$ cat src/rtl/reg_file_ctrl_if.sv
// Command / status bundle between the keypad-side sequencer client and
// reg_file_ctrl. master: issues store/recall/scan pulses, reads the reg_file
// control outputs and status. slave: the sequencer itself.
// Signals: store_req, recall_req, recall_idx[2:0], scan_start, scan_stop (cmds)
//          address[ADDR_W-1:0], write_en, read_en, cur_idx[2:0], count[2:0],
//          full, empty, busy, cmd_err (reg_file control and status)
interface reg_file_ctrl_if #(
    parameter int ADDR_W = 8
);
    logic              store_req;
    logic              recall_req;
    logic [2:0]        recall_idx;
    logic              scan_start;
    logic              scan_stop;
    logic [ADDR_W-1:0] address;
    logic              write_en;
    logic              read_en;
    logic [2:0]        cur_idx;
    logic [2:0]        count;
    logic              full;
    logic              empty;
    logic              busy;
    logic              cmd_err;

    modport master (
        output store_req, recall_req, recall_idx, scan_start, scan_stop,
        input  address, write_en, read_en, cur_idx, count,
        input  full, empty, busy, cmd_err
    );

    modport slave (
        input  store_req, recall_req, recall_idx, scan_start, scan_stop,
        output address, write_en, read_en, cur_idx, count,
        output full, empty, busy, cmd_err
    );
endinterface

$ cat src/rtl/reg_file_ctrl.sv
// Command sequencer for the DEPTH-entry octal register file: turns store /
// recall / scan pulses into reg_file address, write_en and read_en, tracks
// the write pointer and valid-entry count, and auto-steps slots in scan mode.
// Ports: clk, rst_n (synchronous, active low), bus (reg_file_ctrl_if.slave).
// Build option: define RFC_WRAP_EN to accept stores when full, overwriting
// the oldest slot; otherwise a store when full is rejected with cmd_err.
module reg_file_ctrl #(
    parameter int DEPTH  = 5,
    parameter int ADDR_W = 8,
    parameter int DWELL  = 50_000_000,
    parameter int DW_W   = 26
) (
    input  logic            clk,
    input  logic            rst_n,
    reg_file_ctrl_if.slave  bus
);

`ifdef RFC_WRAP_EN
    localparam bit WRAP_EN = 1'b1;
`else
    localparam bit WRAP_EN = 1'b0;
`endif

    localparam logic [2:0]      CNT_FULL = 3'(DEPTH);
    localparam logic [2:0]      LAST_IDX = 3'(DEPTH - 1);
    localparam logic [DW_W-1:0] DW_LAST  = DW_W'(DWELL - 1);

    typedef enum logic [1:0] {
        IDLE,
        WRITE,
        SHOW,
        SCAN
    } state_e;

    state_e          state_q, state_d;
    logic [2:0]      idx_q, idx_d;
    logic [2:0]      wptr_q, wptr_d;
    logic [2:0]      count_q, count_d;
    logic [DW_W-1:0] dwell_q, dwell_d;
    logic            err_q, err_d;
    logic            wen_q, wen_d;
    logic            ren_q, ren_d;

    logic full_w;
    logic any_cmd;

    assign full_w  = (count_q == CNT_FULL);
    assign any_cmd = bus.store_req | bus.recall_req
                   | bus.scan_start | bus.scan_stop;

    always_comb begin
        state_d = state_q;
        idx_d   = idx_q;
        wptr_d  = wptr_q;
        count_d = count_q;
        dwell_d = dwell_q;
        err_d   = 1'b0;

        if (state_q == WRITE) begin
            // Write lasts one cycle; anything arriving now is dropped.
            err_d   = any_cmd;
            state_d = IDLE;
            wptr_d  = (wptr_q == LAST_IDX) ? 3'd0 : wptr_q + 3'd1;
            if (!full_w) begin
                count_d = count_q + 3'd1;
            end
        end else if (bus.store_req) begin
            if (full_w && !WRAP_EN) begin
                err_d = 1'b1;
            end else begin
                state_d = WRITE;
                idx_d   = wptr_q;
            end
        end else if (bus.recall_req) begin
            if (bus.recall_idx < count_q) begin
                state_d = SHOW;
                idx_d   = bus.recall_idx;
            end else begin
                err_d = 1'b1;
            end
        end else if (bus.scan_start) begin
            if (count_q == 3'd0) begin
                err_d = 1'b1;
            end else begin
                state_d = SCAN;
                idx_d   = 3'd0;
                dwell_d = '0;
            end
        end else if (bus.scan_stop) begin
            state_d = IDLE;
        end else if (state_q == SCAN) begin
            // Dwell only advances on cycles with no command pulse.
            if (dwell_q == DW_LAST) begin
                dwell_d = '0;
                idx_d   = (idx_q == count_q - 3'd1) ? 3'd0 : idx_q + 3'd1;
            end else begin
                dwell_d = dwell_q + DW_W'(1);
            end
        end

        wen_d = (state_d == WRITE);
        ren_d = (state_d == SHOW) || (state_d == SCAN);
    end

    always_ff @(posedge clk) begin
        if (!rst_n) begin
            state_q <= IDLE;
            idx_q   <= '0;
            wptr_q  <= '0;
            count_q <= '0;
            dwell_q <= '0;
            err_q   <= 1'b0;
            wen_q   <= 1'b0;
            ren_q   <= 1'b0;
        end else begin
            state_q <= state_d;
            idx_q   <= idx_d;
            wptr_q  <= wptr_d;
            count_q <= count_d;
            dwell_q <= dwell_d;
            err_q   <= err_d;
            wen_q   <= wen_d;
            ren_q   <= ren_d;
        end
    end

    assign bus.address  = ADDR_W'(idx_q);
    assign bus.cur_idx  = idx_q;
    assign bus.count    = count_q;
    assign bus.write_en = wen_q;
    assign bus.busy     = wen_q;
    assign bus.read_en  = ren_q;
    assign bus.cmd_err  = err_q;
    assign bus.full     = full_w;
    assign bus.empty    = (count_q == 3'd0);

endmodule
$ cat src/flat_wrapper.sv
// flat-port wrapper written by rule: the top's interface ports become plain ports
module reg_file_ctrl_flat 
#(
    parameter int DEPTH  = 5,
    parameter int ADDR_W = 8,
    parameter int DWELL  = 50_000_000,
    parameter int DW_W   = 26
)
  (clk, rst_n, bus_store_req, bus_recall_req, bus_recall_idx, bus_scan_start, bus_scan_stop, bus_address, bus_write_en, bus_read_en, bus_cur_idx, bus_count, bus_full, bus_empty, bus_busy, bus_cmd_err);
  reg_file_ctrl_if #(.ADDR_W(ADDR_W)) bus_i ();
  input  logic clk;
  input  logic rst_n;
  input wire logic [$bits(bus_i.store_req)-1:0] bus_store_req;
  input wire logic [$bits(bus_i.recall_req)-1:0] bus_recall_req;
  input wire logic [$bits(bus_i.recall_idx)-1:0] bus_recall_idx;
  input wire logic [$bits(bus_i.scan_start)-1:0] bus_scan_start;
  input wire logic [$bits(bus_i.scan_stop)-1:0] bus_scan_stop;
  output wire logic [$bits(bus_i.address)-1:0] bus_address;
  output wire logic [$bits(bus_i.write_en)-1:0] bus_write_en;
  output wire logic [$bits(bus_i.read_en)-1:0] bus_read_en;
  output wire logic [$bits(bus_i.cur_idx)-1:0] bus_cur_idx;
  output wire logic [$bits(bus_i.count)-1:0] bus_count;
  output wire logic [$bits(bus_i.full)-1:0] bus_full;
  output wire logic [$bits(bus_i.empty)-1:0] bus_empty;
  output wire logic [$bits(bus_i.busy)-1:0] bus_busy;
  output wire logic [$bits(bus_i.cmd_err)-1:0] bus_cmd_err;
  assign bus_i.store_req = bus_store_req;
  assign bus_i.recall_req = bus_recall_req;
  assign bus_i.recall_idx = bus_recall_idx;
  assign bus_i.scan_start = bus_scan_start;
  assign bus_i.scan_stop = bus_scan_stop;
  assign bus_address = bus_i.address;
  assign bus_write_en = bus_i.write_en;
  assign bus_read_en = bus_i.read_en;
  assign bus_cur_idx = bus_i.cur_idx;
  assign bus_count = bus_i.count;
  assign bus_full = bus_i.full;
  assign bus_empty = bus_i.empty;
  assign bus_busy = bus_i.busy;
  assign bus_cmd_err = bus_i.cmd_err;
  reg_file_ctrl #(.DEPTH(DEPTH), .ADDR_W(ADDR_W), .DWELL(DWELL), .DW_W(DW_W)) u_core (.clk(clk), .rst_n(rst_n), .bus(bus_i));
endmodule
$ cat config.mk
export PLATFORM = sky130hd
export DESIGN_NAME = reg_file_ctrl_flat
export DESIGN_NICKNAME = d
export VERILOG_FILES = /design/src/rtl/reg_file_ctrl_if.sv /design/src/rtl/reg_file_ctrl.sv /design/src/flat_wrapper.sv
export SDC_FILE = /design/constraint.sdc
export NUM_CORES = 1
export LEC_CHECK = 0
export CORE_UTILIZATION = 51
export DETAILED_ROUTE_END_ITERATION = 8
export PLACE_DENSITY = 0.72
export SETUP_SLACK_MARGIN = 0.5
export SLEW_MARGIN = 10
export SYNTH_ARGS = -nofsm -noshare
export SYNTH_HDL_FRONTEND = slang
export SYNTH_SLANG_ARGS = --single-unit
$ cat constraint.sdc
create_clock -name clk -period 2.3 [get_ports clk]
set_clock_uncertainty 0.15 [all_clocks]
set_input_delay 0.23 -clock clk [delete_from_list [all_inputs] [get_ports clk]]
set_output_delay 0.23 -clock clk [all_outputs]
set_load 0.05 [all_outputs]
== Yosys cells after proc, flatten, opt, wreduce, memory -nomap -nowiden ==
Cells that the tools add are included.

* Muxes and demuxes: 31
* Divide/modulo/power cells: 0
* Add/sub/neg operators: 5
* Multipliers: 0
* $lt $le $gt $ge: 1
* Reduce and logical (&&, ||, !) cells: 8
* Equal/unequal tests: 15
* Bitwise operators: 7
* Shift-type cells: 0

{| class="wikitable"
|+ Operator list
! operator !! count
|-
| two-way mux 26 bit || 5
|-
| two-way mux 3 bit || 11
|-
| adder 26 x 1 -> 26 bit (second input constant) || 1
|-
| == test 26 bit (second input constant) || 1
|-
| two-way mux 2 bit || 8
|-
| adder 3 x 1 -> 3 bit (second input constant) || 3
|-
| inequality test 4 bit (second input constant) || 2
|-
| nonzero test 4 bit || 2
|-
| two-way mux 1 bit || 7
|-
| AND reduction 7 bit || 1
|-
| == test 2 bit (second input constant) || 3
|-
| == test 3 bit (second input constant) || 2
|-
| inequality test 2 bit (second input constant) || 3
|-
| AND reduction 6 bit || 1
|-
| == test 2 x 1 -> 1 bit (second input constant) || 2
|-
| NOT 1 bit || 4
|-
| == test 3 bit || 1
|-
| zero test 3 bit || 1
|-
| less-than comparator 3 bit || 1
|-
| inequality test 3 x 2 -> 1 bit (second input constant) || 1
|-
| bitwise OR 1 bit || 3
|-
| subtractor 3 x 1 -> 3 bit (second input constant) || 1
|-
| AND reduction 2 bit || 1
|-
| nonzero test 2 bit || 1
|-
| logical OR 1 bit || 1
|}

* Input port bits: 9
* Memories: 0
* ROM bits: 0
* Latch bits: 0
* Bits in registers: 40
* Bits in writable memories: 0
* Output and inout port bits: 20
* Word-level logic and storage cells: 75

== Longest topological paths before layout ==
Gate-level depths: netlist of the first run.

* Depth in word-level cells: 9
* Gate-level depth with buffers: 8
* Mapped depth without buffers: 7

== Least setup slack after synthesis of the first run ==
Ideal clock, no wire load.

* Path kind: flip-flop to flip-flop
* Start: reg u_core.count_q[0] (netlist: u_core.bus.count[0])
* End: reg u_core.idx_q[2] (netlist: u_core.bus.cur_idx[2])
* Cell stages (with the launch flop): 8
* Period minus slack after synthesis: 2560 ps
* Arrival time: 2293 ps
* Setup time: 117 ps
* Data required time: 2033 ps
* Path buffers: 0
* Setup slack: -260 ps
* Cell sequence: dfxtp_1 > inv_1 > ha_1 > xnor2_1 > o311ai_0 > nor3b_1 > a221o_1 > o2bb2ai_1

* Word-level cells in the longest chain between the ends: 9
* Elaborated cells on any way between the ends: 16
* Those cells by class: 1 x add/sub; 1 x order compare; 5 x eq/ne; 7 x mux; 2 x reduce/logical

{| class="wikitable"
|+ Ends and longest elaborated chain
! element !! line !! source
|-
| from (decl) || reg_file_ctrl.sv:38 || <nowiki>logic [2:0] count_q, count_d;</nowiki>
|-
| from (signal assigned) || reg_file_ctrl.sv:119 || <nowiki>count_q <= count_d;</nowiki>
|-
| subtractor 3 x 1 -> 3 bit || reg_file_ctrl.sv:95 || <nowiki>idx_d = (idx_q == count_q - 3'd1) ? 3'd0 : idx_q + 3'd1;</nowiki>
|-
| == test 3 bit || reg_file_ctrl.sv:95 ||
|-
| two-way mux 3 bit || reg_file_ctrl.sv:95 ||
|-
| two-way mux 3 bit || reg_file_ctrl.sv:93 || <nowiki>if (dwell_q == DW_LAST) begin</nowiki>
|-
| two-way mux 3 bit || reg_file_ctrl.sv:91 || <nowiki>end else if (state_q == SCAN) begin</nowiki>
|-
| two-way mux 3 bit || reg_file_ctrl.sv:89 || <nowiki>end else if (bus.scan_stop) begin</nowiki>
|-
| two-way mux 3 bit || reg_file_ctrl.sv:81 || <nowiki>end else if (bus.scan_start) begin</nowiki>
|-
| two-way mux 3 bit || reg_file_ctrl.sv:74 || <nowiki>end else if (bus.recall_req) begin</nowiki>
|-
| two-way mux 3 bit || reg_file_ctrl.sv:67 || <nowiki>end else if (bus.store_req) begin</nowiki>
|-
| to (signal assigned) || reg_file_ctrl.sv:117 || <nowiki>idx_q <= idx_d;</nowiki>
|-
| to (decl) || reg_file_ctrl.sv:36 || <nowiki>logic [2:0] idx_q, idx_d;</nowiki>
|}

Parallel ways exist; a longest one is shown, timed or not. The select of a mux whose other input is x is not followed.
A chain may end at the register's enable or synchronous reset.

== Worst setup path in the final report of the first run ==
* Start: reg u_core.dwell_q[19]
* End: reg u_core.dwell_q[12]

* Word-level cells in the longest chain between the ends: 5

{| class="wikitable"
|+ Ends and longest elaborated chain
! element !! line !! source
|-
| from (decl) || reg_file_ctrl.sv:39 || <nowiki>logic [DW_W-1:0] dwell_q, dwell_d;</nowiki>
|-
| from (signal assigned) || reg_file_ctrl.sv:120 || <nowiki>dwell_q <= dwell_d;</nowiki>
|-
| == test 26 bit || reg_file_ctrl.sv:93 ||
|-
| two-way mux 26 bit || reg_file_ctrl.sv:93 ||
|-
| two-way mux 26 bit || reg_file_ctrl.sv:91 ||
|-
| two-way mux 26 bit || reg_file_ctrl.sv:89 ||
|-
| two-way mux 26 bit || reg_file_ctrl.sv:81 ||
|}

Every way passes these cells. The select of a mux whose other input is x is not followed.

==> flow_summary.ini, run 1 <==
[power]
swShare_pct = 32.9
p_switching_mw = 0.528
power.density_nw_per_um2 = 436
p_int_mw = 1.08
ir_worst_vdd_mv = 0.276
p_leak_nw = 1.59
seq_power_share_pct = 43.6
combPwrFrac_pct = 27.8
clock_power_share_pct = 28.6

[global_route]
grt_pass1_vias = 2291
grt_max_degree = 13
grt_pass1_wl_mm = 11.1
antenna_found_initial = 0
gr-total-overflow = 0
track_usage_pct = 28.5

[synthesis]
synthTopCellsByCount = 39 x dfxtp_1, 38 x nor2_1, 24 x xnor2_1
async_flop_share_pct = 0
netlist_area_sq_um = 2400
yosysTopAreaCellShare_pct = 32.5
yosys_warnings = 0
seq_area_frac_synth_pct = 32.5
syn_avg_cell_area_sq_um = 8.45
synth_top_cell_by_area = dfxtp_1
synthCells = 284
synth-edff-count = 0
yosys_register_bits = 39
synth_most_common_cell = dfxtp_1
synth.distinct_cells = 58
synthTopCellsByArea = dfxtp_1 33%, xnor2_1 8.8%, nor2_1 5.9%
ys.flop_type = dfxtp_1

[critical_path]
ff2ff_path_depth = 7
required_ps = 2310
critPathArrivalTime_ps = 2090
worstSetupPathType = register to register
path_max_fanout = 7
regToRegSetupSlack_ps = 210
crit_path_start_kind = register
endpoint_kind = register

[route]
wirelength_mm = 8.01
detail_route.first_pass.iterations = 7
wl_per_cell_um = 19.9
drc = 10
ant_nets = 0
wl_met1_mm = 3.17
avgViaCountPerCell = 6.19
wl_met3_um = 578
highest_layer = met4
routed-via-count = 2487
wl_met2_mm = 4.04
drt_iter0_drc = 240

[timing]
fmax_ghz = 0.479
drv_slew = 0
finalCritPeriodShare_pct = 90.7
rsz0062_at_grt = yes
worst_pin_slew_ps = 500
finalSetupTns_ps = 0
relSlewSlack_pct = 66.6
period_needed_ps = 2090
setup_violations = 0
hold_violations = 0

[hold_path]
hold_class = register to register
min_path_cells = 2

[placement]
dp_hpwl_mm = 3.92
gp_congestion = 0.789
io_buffers = 23
dpl.cell_count = 359

[clock_network]
clk_latency_ps = 290
clk_pin_slew_ps = 80
tritoncts = yes
cts_hold_buf = 0
clockRootBuffer = clkbuf_8
cts_sinks = 39
clock_path_buffers = 2
cts_buffers = 5
htreeDepth = 2

[floorplanning]
std_cell_rows = 24
die_width_um = 70.6
initial_core_util_pct = 54.0
coreArea_sq_um = 4440
dieArea_sq_um = 4980
die_h_um = 70.6
pin_count = 29

[cells_and_area]
fin_nets = 368
stdcell_count = 402
num_antenna_cells = 0
area_growth_pct = 53.6
drive_above_1_share_pct = 43.1
num-fill-cells = 243

[status]
status = finished with violations
violations = DRC

[job]
max_cap_viol_count = 0
[kinds of logic after synthesis]
group / synth area share [%]
simple gates: 31.6
compound gates: 11.5
mux: 1.46
xor+xnor: 10.1
buf+inv: 7.40
flops: 32.5
other cells: 0.156
fa+ha+maj: 5.21
[repair_timing]
item,in CTS,in global routing
resized for setup,81,46
hold endpoints to repair,0,0
gates cloned,5,0
setup endpoints to repair,43,38
pin swaps,31,37
buffers inserted,18,12
[state kept, by name, summed over array words and instances, names as in the netlist]
signal              cells
u_core.bus.busy         1
u_core.bus.cmd_err      1
u_core.bus.count        3
u_core.bus.cur_idx      3
u_core.bus.read_en      1
u_core.dwell_q         26
u_core.state_q          1
u_core.wptr_q           3
[worst max-delay path, stage by stage, from the launching register on]
cell      delay [ps]
dfxtp_2          400
nor4bb_2         360
and4_1           290
buf_4            130
a21oi_2           80
o21ai_4          270
buf_6            200
a311oi_1          60
[power by group through the flow]
stage	logic (mW)	registers [mW]	clock network (mW)
global placement	0.346	0.726	0
detailed placement	0.349	0.727	0
floorplan	0.224	0.761	0
CTS	0.389	0.702	0.462
finish	0.446	0.701	0.460
global route	0.469	0.703	0.503
[stage by stage]
stage | total power, mW | util (%) | setup slack (ps) | instance area [sq um] | hold WS (ps)
2_1_floorplan | 0.985 | - | 352 | 2580 | 226
3_3_place_gp | 1.07 | 64.7 | 98.4 | 2880 | 344
3_5_place_dp | 1.08 | 64.7 | 94.5 | 2880 | 347
4_1_cts | 1.55 | 77.6 | 346 | 3450 | 308
5_1_grt | 1.68 | 82.9 | 194 | 3690 | 380
6_report | 1.61 | 82.9 | 214 | 3690 | 358
[routing by layer]
metal	GRT usage (%)	vias up
met5	0	-
met4	9.11	0
met3	5.27	26
met2	47.4	145
met1	37.8	1198
li1	-	1118
[path summary, 6_finish.rpt]
| kind | start | to |
|---|---|---|
| max | u_core.dwell_q[19]$_SDFFE_PN0P_ | u_core.dwell_q[12]$_SDFFE_PN0P_ |
| min | u_core.bus.cur_idx[2]$_SDFFE_PN0P_ | u_core.bus.cur_idx[2]$_SDFFE_PN0P_ |
| max reg2reg | u_core.dwell_q[19]$_SDFFE_PN0P_ | u_core.dwell_q[12]$_SDFFE_PN0P_ |
| min reg2reg | u_core.bus.cur_idx[2]$_SDFFE_PN0P_ | u_core.bus.cur_idx[2]$_SDFFE_PN0P_ |
[area by class of cell]
| class | count | area [sq um] | area share, % |
|---|---|---|---|
| Clock buffer | 7 | 76.3 | 2.07 |
| Tap cell | 52 | 65.1 | 1.77 |
| Inverter | 15 | 63.8 | 1.73 |
| Multi-Input combinational cell | 214 | 1900 | 51.4 |
| Timing Repair Buffer | 74 | 747 | 20.3 |
| Clock inverter | 1 | 5.00 | 0.136 |
| Sequential cell | 39 | 833 | 22.6 |
[layout by cell type, fill, tap and decap left out, types with 10 or more instances in the layout]
master          n
buf_4          35
dfxtp_1        17
dfxtp_2        12
dfxtp_4        10
dlygate4sd2_1  12
inv_1          12
nand2_1        15
nor2_1         29
nor4_4         13
xnor2_1        21
Power figures use the tool's default switching activity.
==> run 2, diff against run 1 <==
==> constraint.sdc (replaced) <==
create_clock -name clk -period 2.2 [get_ports clk]
set_clock_uncertainty 0.15 [all_clocks]
set_input_delay 0.22 -clock clk [delete_from_list [all_inputs] [get_ports clk]]
set_output_delay 0.22 -clock clk [all_outputs]
set_load 0.05 [all_outputs]
==> flow_summary.ini, run 2 (same netlist as run 1, synthesis figures left out) <==
[cells_and_area]
fin_nets = 364
stdcell_count = 398
finalInstanceArea_sq_um = 3670
multiInputGateArea_sq_um = 1940
num-fill-cells = 246
largest-register = u_core.dwell_q
area_growth_pct = 53.1
register_area_sq_um = 838
fin_util_pct = 82.7
drive_above_1_share_pct = 45.7
largest_register_ffs = 26
final_common_cell = buf_4
layout_common_cells = 33 x buf_4, 26 x nor2_1, 22 x xnor2_1, 15 x dfxtp_1
num_antenna_cells = 0

[critical_path]
critPathArrivalTime_ps = 2120
path_max_fanout = 7
required_ps = 2250
worstSetupPathType = register to register
path_cells = inv_4, ha_4, nand3b_1, nand4_4, buf_12, buf_6, nor2_1, a31oi_1, a211oi_1
critPathMaxStageDelay_ps = 380
crit_path_start_kind = register
endpoint_kind = register
crit_slowest_cell = dfxtp_4

[floorplanning]
initial_core_util_pct = 54.0
std_cell_rows = 24
pin_count = 29
coreArea_sq_um = 4440
die_h_um = 70.6
dieArea_sq_um = 4980
die_width_um = 70.6

[route]
ant_nets = 0
routed-via-count = 2461
wl_per_cell_um = 19.7
drc = 2
detail_route.first_pass.iterations = 8
drt_iter0_drc = 285
avgViaCountPerCell = 6.18
wirelength_mm = 7.83

[clock_network]
clk_pin_slew_ps = 90
cts_hold_buf = 0
clockRootBuffer = clkbuf_8
htreeDepth = 2
cts_sinks = 39
cts_buffers = 5
clk_latency_ps = 300
clock_path_buffers = 2
tritoncts = yes

[placement]
dpl-instance-area_sq_um = 2890
io_buffers = 23
dp_hpwl_mm = 3.93
gp_congestion = 0.824
dpl.cell_count = 361

[global_route]
grt_pass1_vias = 2188
antenna_found_initial = 0
grt_max_degree = 14
gr-total-overflow = 0
grt_pass1_wl_mm = 10.6
track_usage_pct = 27.2

[power]
power.density_nw_per_um2 = 499
ir_worst_vdd_mv = 0.394
p_leak_nw = 1.58
swShare_pct = 31.0
clock_power_share_pct = 35.6
combPwrFrac_pct = 24.5
p_int_mw = 1.27
seq_power_share_pct = 39.9
p_switching_mw = 0.568

[status]
violations = DRC
status = finished with violations

[hold_path]
hold_class = input port to register

[timing]
hold_violations = 0
hold_slack_ps = 346
fmax_ghz = 0.484
finalCritPeriodShare_pct = 93.9
period_needed_ps = 2070
drv_slew = 0
rsz0062_at_grt = yes
finalSetupTns_ps = 0
setup_violations = 0

[job]
max_cap_viol_count = 0
-- run 2: worst max-delay path: cells and delay by family (launching register included) --
family          cells  cell delay, ps
compound gates      2             380
fa+ha+maj           1             160
buf+inv             3             410
flops               1             380
simple gates        3             480
-- run 2: final cells by class --
type                    instances  share of cell area (%)
clock buffers                   6                    2.25
clock inverters                 2                   0.954
inverters                      15                    1.81
multi-input cells             214                    52.7
flip-flops and latches         39                    22.8
well taps                      52                    1.77
repair buffers                 70                    17.7
-- run 2: what timing repair did --
item | 4_1_cts | 5_1_grt
pin swaps | 41 | 30
endpoints found under the setup margin | 47 | 38
buffers inserted | 16 | 9
endpoints found under the hold margin | 0 | 0
cloned | 3 | 1
resized for setup | 69 | 63
-- run 2: worst paths after layout --
path,startpoint,to,slack [ps],depth (start not counted)
setup / recovery,u_core.bus.count[0]$_SDFFE_PN0P_,u_core.dwell_q[11]$_SDFFE_PN0P_,130,9
hold / removal,bus_scan_start,u_core.bus.cmd_err$_SDFF_PN0_,350,4
setup reg to reg,u_core.bus.count[0]$_SDFFE_PN0P_,u_core.dwell_q[11]$_SDFFE_PN0P_,130,9
hold reg to reg,u_core.bus.cur_idx[2]$_SDFFE_PN0P_,u_core.bus.cur_idx[2]$_SDFFE_PN0P_,370,2
-- run 2: power by group through the flow --
stage	Clock [mW]	Sequential, mW	Combinational, mW
floorplan	0	0.796	0.237
detailed placement	0	0.759	0.370
global route	0.691	0.734	0.475
global placement	0	0.759	0.367
finish	0.653	0.732	0.450
CTS	0.644	0.737	0.409
-- run 2: metrics by stage --
stage,worst slack (ps),power [mW]
floorplan,252,1.03
global placement,83.6,1.13
detailed placement,2.74,1.13
CTS,250,1.79
global route,54.2,1.90
finish,134,1.83
-- run 2: routing by layer --
metal  wire length, um  part of all wire, %  GRT usage, %  up-vias
met1              3340                   43          37.5     1211
met5                 0                    0             0        -
met2              3890                   50          44.8      131
met3               505                  6.4          4.27       11
met4               101                  1.3          7.11        0
li1                  -                    -             -     1108
==> run 3, diff against run 2 <==
==> constraint.sdc (replaced) <==
create_clock -name clk -period 2.6 [get_ports clk]
set_clock_uncertainty 0.15 [all_clocks]
set_input_delay 0.26 -clock clk [delete_from_list [all_inputs] [get_ports clk]]
set_output_delay 0.26 -clock clk [all_outputs]
set_load 0.05 [all_outputs]
==> flow_summary.ini, run 3 (same netlist as run 1, synthesis figures left out) <==
[critical_path]
crit_path_start_kind = register
worstSetupPathType = register to register
required_ps = 2670
endpoint_kind = register
critPathArrivalTime_ps = 2150
path_max_fanout = 6
ff2ff_path_depth = 7

[clock_network]
clk_latency_ps = 300
clockRootBuffer = clkbuf_8
htreeDepth = 2
clk_pin_slew_ps = 80
cts_buffers = 5
cts_sinks = 39
tritoncts = yes
clock_path_buffers = 2

[global_route]
track_usage_pct = 22.1
grt_pass1_vias = 1889
gr-total-overflow = 0
use_met3_pct = 3.99
grt_max_degree = 26
grtUsageMet1_pct = 32.8
antenna_found_initial = 0
grt.met2_usage_pct = 32.3
grt_pass1_wl_mm = 8.77
busiest_layer = met1

[power]
combPwrFrac_pct = 22.3
finalPower_mw = 1.36
p_int_mw = 0.941
clock_power_share_pct = 31.5
ir_worst_vdd_mv = 0.331
p_leak_nw = 1.03
p_switching_mw = 0.421
swShare_pct = 30.9
seq_power_share_pct = 46.2
power.density_nw_per_um2 = 466

[placement]
dp_hpwl_mm = 3.75
gp_congestion = 0.891
io_buffers = 23
pre_cts_ws_ps = 230

[status]
violations = DRC
status = finished with violations

[route]
drt_iter0_drc = 147
wirelength_mm = 5.44
avgViaCountPerCell = 5.73
routed-via-count = 2091
wl_per_cell_um = 14.9
ant_nets = 0
detail_route.first_pass.iterations = 6
drc = 4

[hold_path]
hold_class = input port to register
min_path_cells = 3

[floorplanning]
die_width_um = 70.6
die_h_um = 70.6
pin_count = 29
coreArea_sq_um = 4440
dieArea_sq_um = 4980
std_cell_rows = 24
initial_core_util_pct = 54.0

[timing]
layout_setup_ws_ps = 527
period_needed_ps = 2070
finalCritPeriodShare_pct = 79.7
relSlewSlack_pct = 66.2
rsz0062_at_grt = yes
fmax_ghz = 0.482
worst_pin_slew_ps = 505
drv_slew = 0
finalSetupTns_ps = 0
setup_violations = 0
hold_violations = 0
hold_slack_ps = 273

[cells_and_area]
area_growth_pct = 21.7
multiInputGateArea_sq_um = 1570
largest_register_ffs = 26
largest-register = u_core.dwell_q
final_common_cell = nor2_1
num-fill-cells = 383
num_antenna_cells = 0
layout_common_cells = 37 x nor2_1, 32 x dfxtp_1, 23 x xnor2_1, 20 x clkdlybuf4s50_1, 15 x nand2_1
fin_nets = 331
drive_above_1_share_pct = 19.2
register_area_sq_um = 797

[job]
max_cap_viol_count = 0
-- run 3: power groups by stage --
stage          Clock [mW]  Sequential (mW)  Combinational (mW)
2_1_floorplan           0            0.672               0.175
3_3_place_gp            0            0.642               0.278
3_5_place_dp            0            0.642               0.280
4_1_cts             0.434            0.629               0.292
5_1_grt             0.464            0.631               0.326
6_report            0.430            0.629               0.303
-- run 3: final timing paths --
check	startpoint	to	slack (ps)
max	u_core.bus.count[0]$_SDFFE_PN0P_	u_core.bus.cur_idx[0]$_SDFFE_PN0P_	530
min	bus_scan_start	u_core.bus.cmd_err$_SDFF_PN0_	270
max reg2reg	u_core.bus.count[0]$_SDFFE_PN0P_	u_core.bus.cur_idx[0]$_SDFFE_PN0P_	530
min reg2reg	u_core.wptr_q[2]$_SDFFE_PN0P_	u_core.wptr_q[2]$_SDFFE_PN0P_	360
-- run 3: cell type report --
type	count	area share (%)
Clock inverter	1	0.171
Inverter	15	1.93
Timing Repair Buffer	35	11.7
Multi-Input combinational cell	216	53.7
Tap cell	52	2.23
Clock buffer	7	2.96
Sequential cell	39	27.3
-- run 3: worst max-delay path, cell delays in order (launching register included) --
cell     delay (ps)
dfxtp_4         390
inv_2            70
ha_4            250
xnor2_2         190
o31ai_1         120
o41ai_1         240
or3b_2          470
a21oi_1         130
-- run 3: through the flow --
step | utilization (%) | cell area (sq um) | cells
3_3_place_gp | 60.7 | 2700 | 352
3_5_place_dp | 60.7 | 2700 | 352
4_1_cts | 63.4 | 2820 | 361
5_1_grt | 65.7 | 2920 | 365
2_1_floorplan | - | 2430 | 288
6_report | 65.7 | 2920 | 365
-- run 3: what timing repair did --
action	4_1_cts	5_1_grt
buffers inserted	1	2
resized for setup	5	18
hold buffers	0	0
cloned	0	2
pin swaps	1	3
setup endpoints to repair	13	14
-- run 3: per-layer routing --
layer / vias up / wire length [um]
met4: 0 / 46
li1: 1052 / -
met1: 974 / 2760
met5: - / 0
met2: 59 / 2350
met3: 6 / 276
